--- src/rtl/writeback_pkg.sv ---
// Shared pipeline definitions for the writeback stage: result-source encoding
// and the result-select helper also used by the memory-access stage.
package writeback_pkg;

  localparam int XLEN = 32;

  typedef enum logic [1:0] {
    RES_SRC_EXEC = 2'b00,
    RES_SRC_MEM  = 2'b01,
    RES_SRC_PC   = 2'b10,
    RES_SRC_RSVD = 2'b11
  } res_src_e;

  // The reserved encoding falls back to the ALU result.
  function automatic logic [XLEN-1:0] select_result(
    input logic [1:0]      src,
    input logic [XLEN-1:0] exec_data,
    input logic [XLEN-1:0] mem_data,
    input logic [XLEN-1:0] next_pc
  );
    case (res_src_e'(src))
      RES_SRC_MEM: return mem_data;
      RES_SRC_PC:  return next_pc;
      default:     return exec_data;
    endcase
  endfunction

endpackage

--- src/rtl/writeback_regfile.sv ---
// 2-read/1-write integer register file with x0 hardwired to zero and
// same-cycle write-through bypass on both read ports.
module writeback_regfile
  import writeback_pkg::*;
#(
  parameter int NUM_REGS   = 32,
  parameter int RESET_REGS = 1,
  parameter int ADDR_W     = $clog2(NUM_REGS)
) (
  input  logic              clk,
  input  logic              reset,
  input  logic              we,
  input  logic [ADDR_W-1:0] waddr,
  input  logic [XLEN-1:0]   wdata,
  input  logic [ADDR_W-1:0] raddr1,
  input  logic [ADDR_W-1:0] raddr2,
  output logic [XLEN-1:0]   rdata1,
  output logic [XLEN-1:0]   rdata2
);

  logic [XLEN-1:0] regs [NUM_REGS];
  logic            write_ok;

  assign write_ok = we && (waddr != '0);

  generate
    if (RESET_REGS != 0) begin : g_reset_regs
      always_ff @(posedge clk or negedge reset) begin
        if (!reset) begin
          for (int i = 0; i < NUM_REGS; i++) regs[i] <= '0;
        end else if (write_ok) begin
          regs[waddr] <= wdata;
        end
      end
    end else begin : g_plain_regs
      // Without an array reset, still block writes while reset is held so an
      // in-flight commit is dropped rather than partially applied.
      always_ff @(posedge clk) begin
        if (reset && write_ok) regs[waddr] <= wdata;
      end
    end
  endgenerate

  function automatic logic [XLEN-1:0] read_port(input logic [ADDR_W-1:0] addr);
    if (addr == '0)                    return '0;
    else if (write_ok && addr == waddr) return wdata;
    else                               return regs[addr];
  endfunction

  always_comb begin
    rdata1 = read_port(raddr1);
    rdata2 = read_port(raddr2);
  end

endmodule

--- src/rtl/writeback.sv ---
// Final pipeline stage: result select, register-file commit, commit bus for
// forwarding, and the Zicntr cycle/instret counters.
module writeback
  import writeback_pkg::*;
#(
  parameter int NUM_REGS   = 32,
  parameter int CNT_WIDTH  = 64,
  parameter int RESET_REGS = 1
) (
  input  logic                 clk,
  input  logic                 reset,
  input  logic                 stall,
  input  logic [XLEN-1:0]      exec_data_in,
  input  logic [XLEN-1:0]      mem_data_in,
  input  logic [XLEN-1:0]      next_pc_in,
  input  logic [1:0]           res_src_in,
  input  logic                 rd_write_enable_in,
  input  logic [4:0]           rd_write_addr_in,
  input  logic                 valid_in,
  input  logic [4:0]           rs1_addr,
  input  logic [4:0]           rs2_addr,
  output logic [XLEN-1:0]      rs1_data,
  output logic [XLEN-1:0]      rs2_data,
  output logic                 wb_we,
  output logic [4:0]           wb_addr,
  output logic [XLEN-1:0]      wb_data,
  output logic                 retire,
  output logic [CNT_WIDTH-1:0] cycle_count,
  output logic [CNT_WIDTH-1:0] instret_count
);

  logic                 commit;
  logic [CNT_WIDTH-1:0] cycle_q;
  logic [CNT_WIDTH-1:0] instret_q;

  // A stalled slot is held upstream, so it commits only once stall drops.
  assign commit  = valid_in && !stall;
  assign retire  = commit;
  assign wb_we   = commit && rd_write_enable_in && (rd_write_addr_in != 5'd0);
  assign wb_addr = rd_write_addr_in;
  assign wb_data = select_result(res_src_in, exec_data_in, mem_data_in, next_pc_in);

  writeback_regfile #(
    .NUM_REGS   (NUM_REGS),
    .RESET_REGS (RESET_REGS),
    .ADDR_W     (5)
  ) u_regfile (
    .clk    (clk),
    .reset  (reset),
    .we     (wb_we),
    .waddr  (wb_addr),
    .wdata  (wb_data),
    .raddr1 (rs1_addr),
    .raddr2 (rs2_addr),
    .rdata1 (rs1_data),
    .rdata2 (rs2_data)
  );

  always_ff @(posedge clk or negedge reset) begin
    if (!reset) begin
      cycle_q   <= '0;
      instret_q <= '0;
    end else begin
      cycle_q <= cycle_q + CNT_WIDTH'(1);
      if (commit) instret_q <= instret_q + CNT_WIDTH'(1);
    end
  end

  assign cycle_count   = cycle_q;
  assign instret_count = instret_q;

endmodule

--- config.mk ---
export PLATFORM = sky130hd
export DESIGN_NAME = writeback
export DESIGN_NICKNAME = d
export VERILOG_FILES = /design/src/rtl/writeback_pkg.sv /design/src/rtl/writeback_regfile.sv /design/src/rtl/writeback.sv
export SDC_FILE = /design/constraint.sdc
export NUM_CORES = 2
export LEC_CHECK = 0
export CORE_MARGIN = 2
export CORE_UTILIZATION = 59
export CTS_BUF_LIST = sky130_fd_sc_hd__clkbuf_2
export DETAILED_ROUTE_END_ITERATION = 10
export PLACE_DENSITY = 0.79
export SYNTH_ARGS = -nofsm -noshare
export SYNTH_HDL_FRONTEND = slang
export SYNTH_SLANG_ARGS = --single-unit
--- constraint.sdc ---
create_clock -name clk -period 2.9 [get_ports clk]
set_clock_uncertainty 0.05 [all_clocks]
set_input_delay 0.435 -clock clk [delete_from_list [all_inputs] [get_ports clk]]
set_output_delay 0.435 -clock clk [all_outputs]
set_load 0.1 [all_outputs]
# After elaboration in Yosys (flattened, before gate mapping)
# Cells that the tools add are included.
[totals]
ff_bits = 1152
inputBits = 118
output_inout_bits = 231
elab_cells = 72
[classes]
addsub = 2
order_cmp = 4
eq_ne = 4
n_mux = 14
bitwise = 3
n_reduce_logical = 11
[ops]
columns = ["op", "count"]
rows = [
  ["1024-bit bitwise mux", 1],
  ["32-bit binary-select mux with 5-bit select", 2],
  ["32-bit two-way mux", 9],
  ["32-bit demux with 5-bit select", 1],
  ["64-bit by 1-bit adder with 64-bit output, second input constant", 2],
  ["32-bit one-hot mux with 2 select lines", 1],
  ["6-bit >= comparator, second input constant", 3],
  ["5-bit inverter with 6-bit output", 3],
  ["5-bit == test", 2],
  ["5-bit zero test", 2],
  ["1-bit logical AND", 7],
  ["6-bit by 1-bit less-than comparator with 1-bit output, second input constant", 1],
  ["5-bit nonzero test", 1],
  ["2-bit by 1-bit == test with 1-bit output, second input constant", 1],
  ["2-bit == test, second input constant", 1],
  ["1-bit zero test", 1],
]

# Longest topological paths before layout
[logic_depth]
ltp_word = 8
mapped_depth = 11
mapped_depth_nobuf = 8

# Hierarchy
# From an unflattened synthesis, not the netlist that was laid out.
[hier_totals]
hier_cells = 4517
hier_area_um2 = 61905.6
[modules_own_cells]
columns = ["mod", "instances", "cells_per_inst", "area_each_um2", "seq_area_each_um2"]
rows = [
  ["writeback_regfile", 1, 3837, 55106.6, 25624.6],
  ["writeback", 1, 680, 6799.0, 3203.1],
]

# Least setup slack after synthesis
# Ideal clock, no wire load.
[synth_timing]
path_type = "input to output"
from = "in rd_write_addr_in[1]"
to = "out rs2_data[16]"
t_arrival_ps = 5671
t_required_ps = 2415
path_slack_ps = -3256
path_stages = 8
n_path_buf = 2
path_cell_list = "clkbuf_1 -> nor2_1 -> a21oi_1 -> nand3_1 -> nand2_1 -> buf_2 -> o22ai_1 -> a211oi_1"
[synth_via]
elab_chain_cells = 6
word_cells_on_any_way = 7
classes_between = "eq/ne: 1; mux: 2; reduce/logical: 4"
[synth_rtl]
columns = ["element", "line", "rtl"]
rows = [
  ["start: declaration", "writeback.sv:18", "input logic [4:0] rd_write_addr_in,"],
  ["5-bit nonzero test", "writeback.sv:39", "assign wb_we = commit && rd_write_enable_in && (rd_write_addr_in != 5'd0);"],
  ["1-bit logical AND", "writeback.sv:39", ""],
  ["via wb_we", "writeback.sv:24", "output logic wb_we,"],
  ["1-bit logical AND", "writeback_regfile.sv:24", "assign write_ok = we && (waddr != '0);"],
  ["1-bit logical AND", "writeback_regfile.sv:46", "else if (write_ok && addr == waddr) return wdata;"],
  ["32-bit two-way mux", "writeback_regfile.sv:46", ""],
  ["32-bit two-way mux", "writeback_regfile.sv:45", "if (addr == '0) return '0;"],
  ["end: declaration", "writeback.sv:23", "output logic [XLEN-1:0] rs2_data,"],
]
# The timed path passes the listed nets, and every way through them passes these cells.

# Worst setup path in the final report
[layout_timing]
from = "reg u_regfile.regs[219] (netlist bit)"
to = "out rs1_data[27]"
[layout_via]
elab_chain_cells = 5
[layout_rtl]
columns = ["element", "line", "rtl"]
rows = [
  ["start: declaration", "writeback_regfile.sv:21", "logic [XLEN-1:0] regs [NUM_REGS];"],
  ["start signal: indexed assignment", "writeback_regfile.sv:32", "regs[waddr] <= wdata;"],
  ["32-bit binary-select mux with 5-bit select", "writeback_regfile.sv:47", "else return regs[addr];"],
  ["32-bit two-way mux (implied by the code) (2 in a row)", "writeback_regfile.sv:47", ""],
  ["32-bit two-way mux", "writeback_regfile.sv:46", ""],
  ["32-bit two-way mux", "writeback_regfile.sv:45", ""],
  ["end: declaration", "writeback.sv:22", "output logic [XLEN-1:0] rs1_data,"],
]
# Every way passes these cells. The select of a mux whose other input is x is not followed.

==> run_results.csv <==
group,metric,value,unit
yosys,synth_edf_count,0,
yosys,muxShareOfSynthArea,20.9,%
yosys,synthArstFlopShare,100,%
worst_setup_path,worstPathMaxFanout,3,
yosys,synth_compound_area_share,13.6,%
yosys,syn_avg_cell_area,10.9,um2
die,ios,349,
worst_setup_path,slowest_delay,0.57,ns
clock_network,cts_sinks,1152,
routing,routed-via-count,54538,
yosys,syn_nets,5644,
yosys,synth_area,60000,um2
finish,final_cell_mix,"nand2_1 (1097), dfrtp_1 (1093), o21ai_0 (1014)",
job,drv_cap,0,
yosys,synth_top_cell_area_share,48.0,%
yosys,synthFlopType,"dfrtp_1",
die,fp-row-count,117,
clock_network,cts_buffers,307,
worst_hold_path,holdCritPathClass,"in2reg",
timing,setup_ws,-1.43,ns
power,cellLeakagePower,34.0,nW
yosys,synth_top_cell_by_area,"dfrtp_1",
global_route,grt.total_usage,43.8,%
clock_network,clock_path_buffers,4,
yosys,synth_area_leaders,"dfrtp_1 (48%), mux4_2 (17%), o21ai_0 (8.6%)",
die,dieArea,104000,um2
status,violations,"hold timing, setup timing",
worst_setup_path,path_class,"reg2out",
worst_setup_path,worstSetupStartpointType,"register",
worst_setup_path,required,2.41,ns
finish,final_cell_area,77000,um2
finish,area_growth,28.3,%
routing,ant_nets,0,
routing,vias_per_cell,6.86,
placement,hpwl,144000,um
global_route,grtUsageMet2,62.9,%
yosys,ys_seq_elements,1152,
clock_network,htreeDepth,5,
timing,worst_pin_slew,1.28,ns
finish,fin_util,76.0,%
die,die_h,323,um
power,finalPower,37.7,mW
worst_setup_path,crit_path_frequent_cell,"mux4_2",
yosys,netlist-cell-type-count,70,
routing,totalWireLength,230000,um
worst_setup_path,cp_cell_sequence,"mux4_2 > mux4_2 > a32o_4 > buf_12",
routing,firstDrtPassIters,9,
yosys,syn_inst,5522,
placement,routabilityCongestion,0.981,
timing,finalSetupViolations,65,
global_route,grt_first_pass_wirelength,337000,um
clock_network,clkSlewWorstSetupHoldPaths,0.14,ns
timing,final_max_slew_viol_count,0,
timing,holdWs,-0.00843,ns
timing,period_minus_slack,4.33,ns
clock_network,clockRootBuffer,"clkbuf_2",
yosys,synth_top_family_by_area,"multiplexers",
clock_network,clk_latency,1.71,ns
global_route,grt_start_max_net_pins,101,
die,die_w,323,um
timing,clock.fmax,0.231,GHz
timing,hold_viol_final,7,
routing,drt_iter0_drc,8110,
global_route,top_usage_layer,"met2",
power,p_per_area,489,nW/um2
global_route,grt.overflow.total,0,
placement,place_ws,-0.702,ns
placement,placed_area,71100,um2
timing,finalCritPeriodShare,149,%
timing,rsz0062_at_grt,"true",
yosys,yosys_warnings,0,
die,design.core.area,101000,um2
clock_network,cts_tree,"done",
worst_setup_path,cp-end-kind,"primary output",
finish,drive_above_1_share,34.7,%
yosys,synth_adder_area_share,0.0834,%
yosys,synth-xor-area-share,1.97,%
finish,mostFrequentLayoutCell,"nand2_1",
global_route,first_global_vias,55038,
routing,wl_per_cell,28.9,um
global_route,met3_usage,18.7,%
yosys,yosys.area_share.simple,10.5,%
worst_setup_path,cp_slowest_cell,"mux4_2",
status,status,"finished, violations left",
global_route,antenna_found_initial,5,
placement,portBuffers,348,
die,initial_utilization,59.3,%
power,ir_worst_vdd,0.391,mV
yosys,yosysSeqAreaShare,48.0,%
worst_setup_path,crit_arrival,3.84,ns
global_route,met1_usage,53.1,%
timing,maxSlewHeadroom,14.1,%
routing,drcViolationCount,0,
finish,fin_nets,6495,
-- logic make-up (layout without fill, tap and decap cells) --
group | after synthesis | in the layout
fa+ha+maj | 4 | 4
mux | 685 | 685
flops | 1152 | 1152
simple gates | 1487 | 1487
compound gates | 1446 | 1446
xor+xnor | 135 | 135
other cells | 0 | 12
buf+inv | 613 | 1658
-- cells in the mapped netlist, types with 25 or more instances --
master / n
and3_1: 41
mux2i_1: 231
nand2_1: 1125
o21ai_0: 1034
and2_1: 25
o22ai_1: 40
a211oi_1: 85
dfrtp_1: 1152
nand3_1: 39
inv_1: 51
xnor2_1: 86
a22oi_1: 62
clkbuf_1: 420
buf_2: 56
nor3_1: 36
xor2_1: 49
a21oi_1: 85
nand4_1: 43
a221oi_1: 61
nor2_1: 83
mux4_2: 453
-- metal layers --
metal  up-vias  wire length [um]
met5         -               361
met4        12             20000
met3      1431             35100
met2      4797             99200
met1     26484             74900
li1      21814                 -
-- area by class of cell --
class                   instances  area (um2)
inverters                      54         234
repair buffers               1101       12800
fillers                      6043       24300
clock inverters                83         350
well taps                    1368        1710
multi-input cells            3757       30900
diodes                         12        30.0
clock buffers                 420        2100
flip-flops and latches       1152       28900
-- stage by stage --
step	setup TNS, ns	instances
after floorplan	-20.96	5522
after CTS	-70.00	7904
final	-74.89	7947
after global placement	-28.69	7268
after global routing	-79.68	7944
after detailed placement	-33.51	7268
-- final timing paths --
| path | slack [ns] | end | cells after the start | from |
|---|---|---|---|---|
| setup / recovery | -1.43 | rs1_data[27] | 4 | u_regfile.regs[219] |
| hold / removal | -0.008 | u_regfile.regs[697] | 7 | mem_data_in[25] |
| setup reg to reg | 0.10 | instret_count[40] | 8 | instret_count[1] |
| hold reg to reg | 0.35 | u_regfile.regs[1018] | 0 | u_regfile.regs[1018] |
| max in group asynchronous | 1.40 | u_regfile.regs[307] | 7 | reset |
| min in group asynchronous | 0.31 | instret_count[40] | 5 | reset |
-- flip-flops by register name (all words and copies together), names as in the netlist --
name / cells
u_regfile.regs: 1024
cycle_count: 64
instret_count: 64
-- critical path, delay by kind of cell, from the launching register on --
family / cells / cell delay [ns]
muxes: 2 / 1.14
DFF: 1 / 0.48
AOI/OAI and AO/OA: 1 / 0.35
buffers and inverters: 1 / 0.17
-- power breakdown --
| group | internal [mW] | total, mW | switching (mW) | leakage (nW) |
|---|---|---|---|---|
| Combinational | 3.63 | 8.85 | 5.21 | 16.3 |
| Sequential | 17.0 | 17.9 | 0.838 | 15.7 |
| Clock | 3.96 | 10.9 | 6.97 | 1.94 |
| Total | 24.6 | 37.7 | 13.0 | 34.0 |
-- timing repair --
item,CTS,global route
buffers inserted,84,36
pin swaps,128,66
hold buffers,55,0
gates resized for setup,364,144
endpoints found under the hold margin,1994,0
setup endpoints to repair,178,126
cloned,0,0
(Power assumes the default switching activity.)
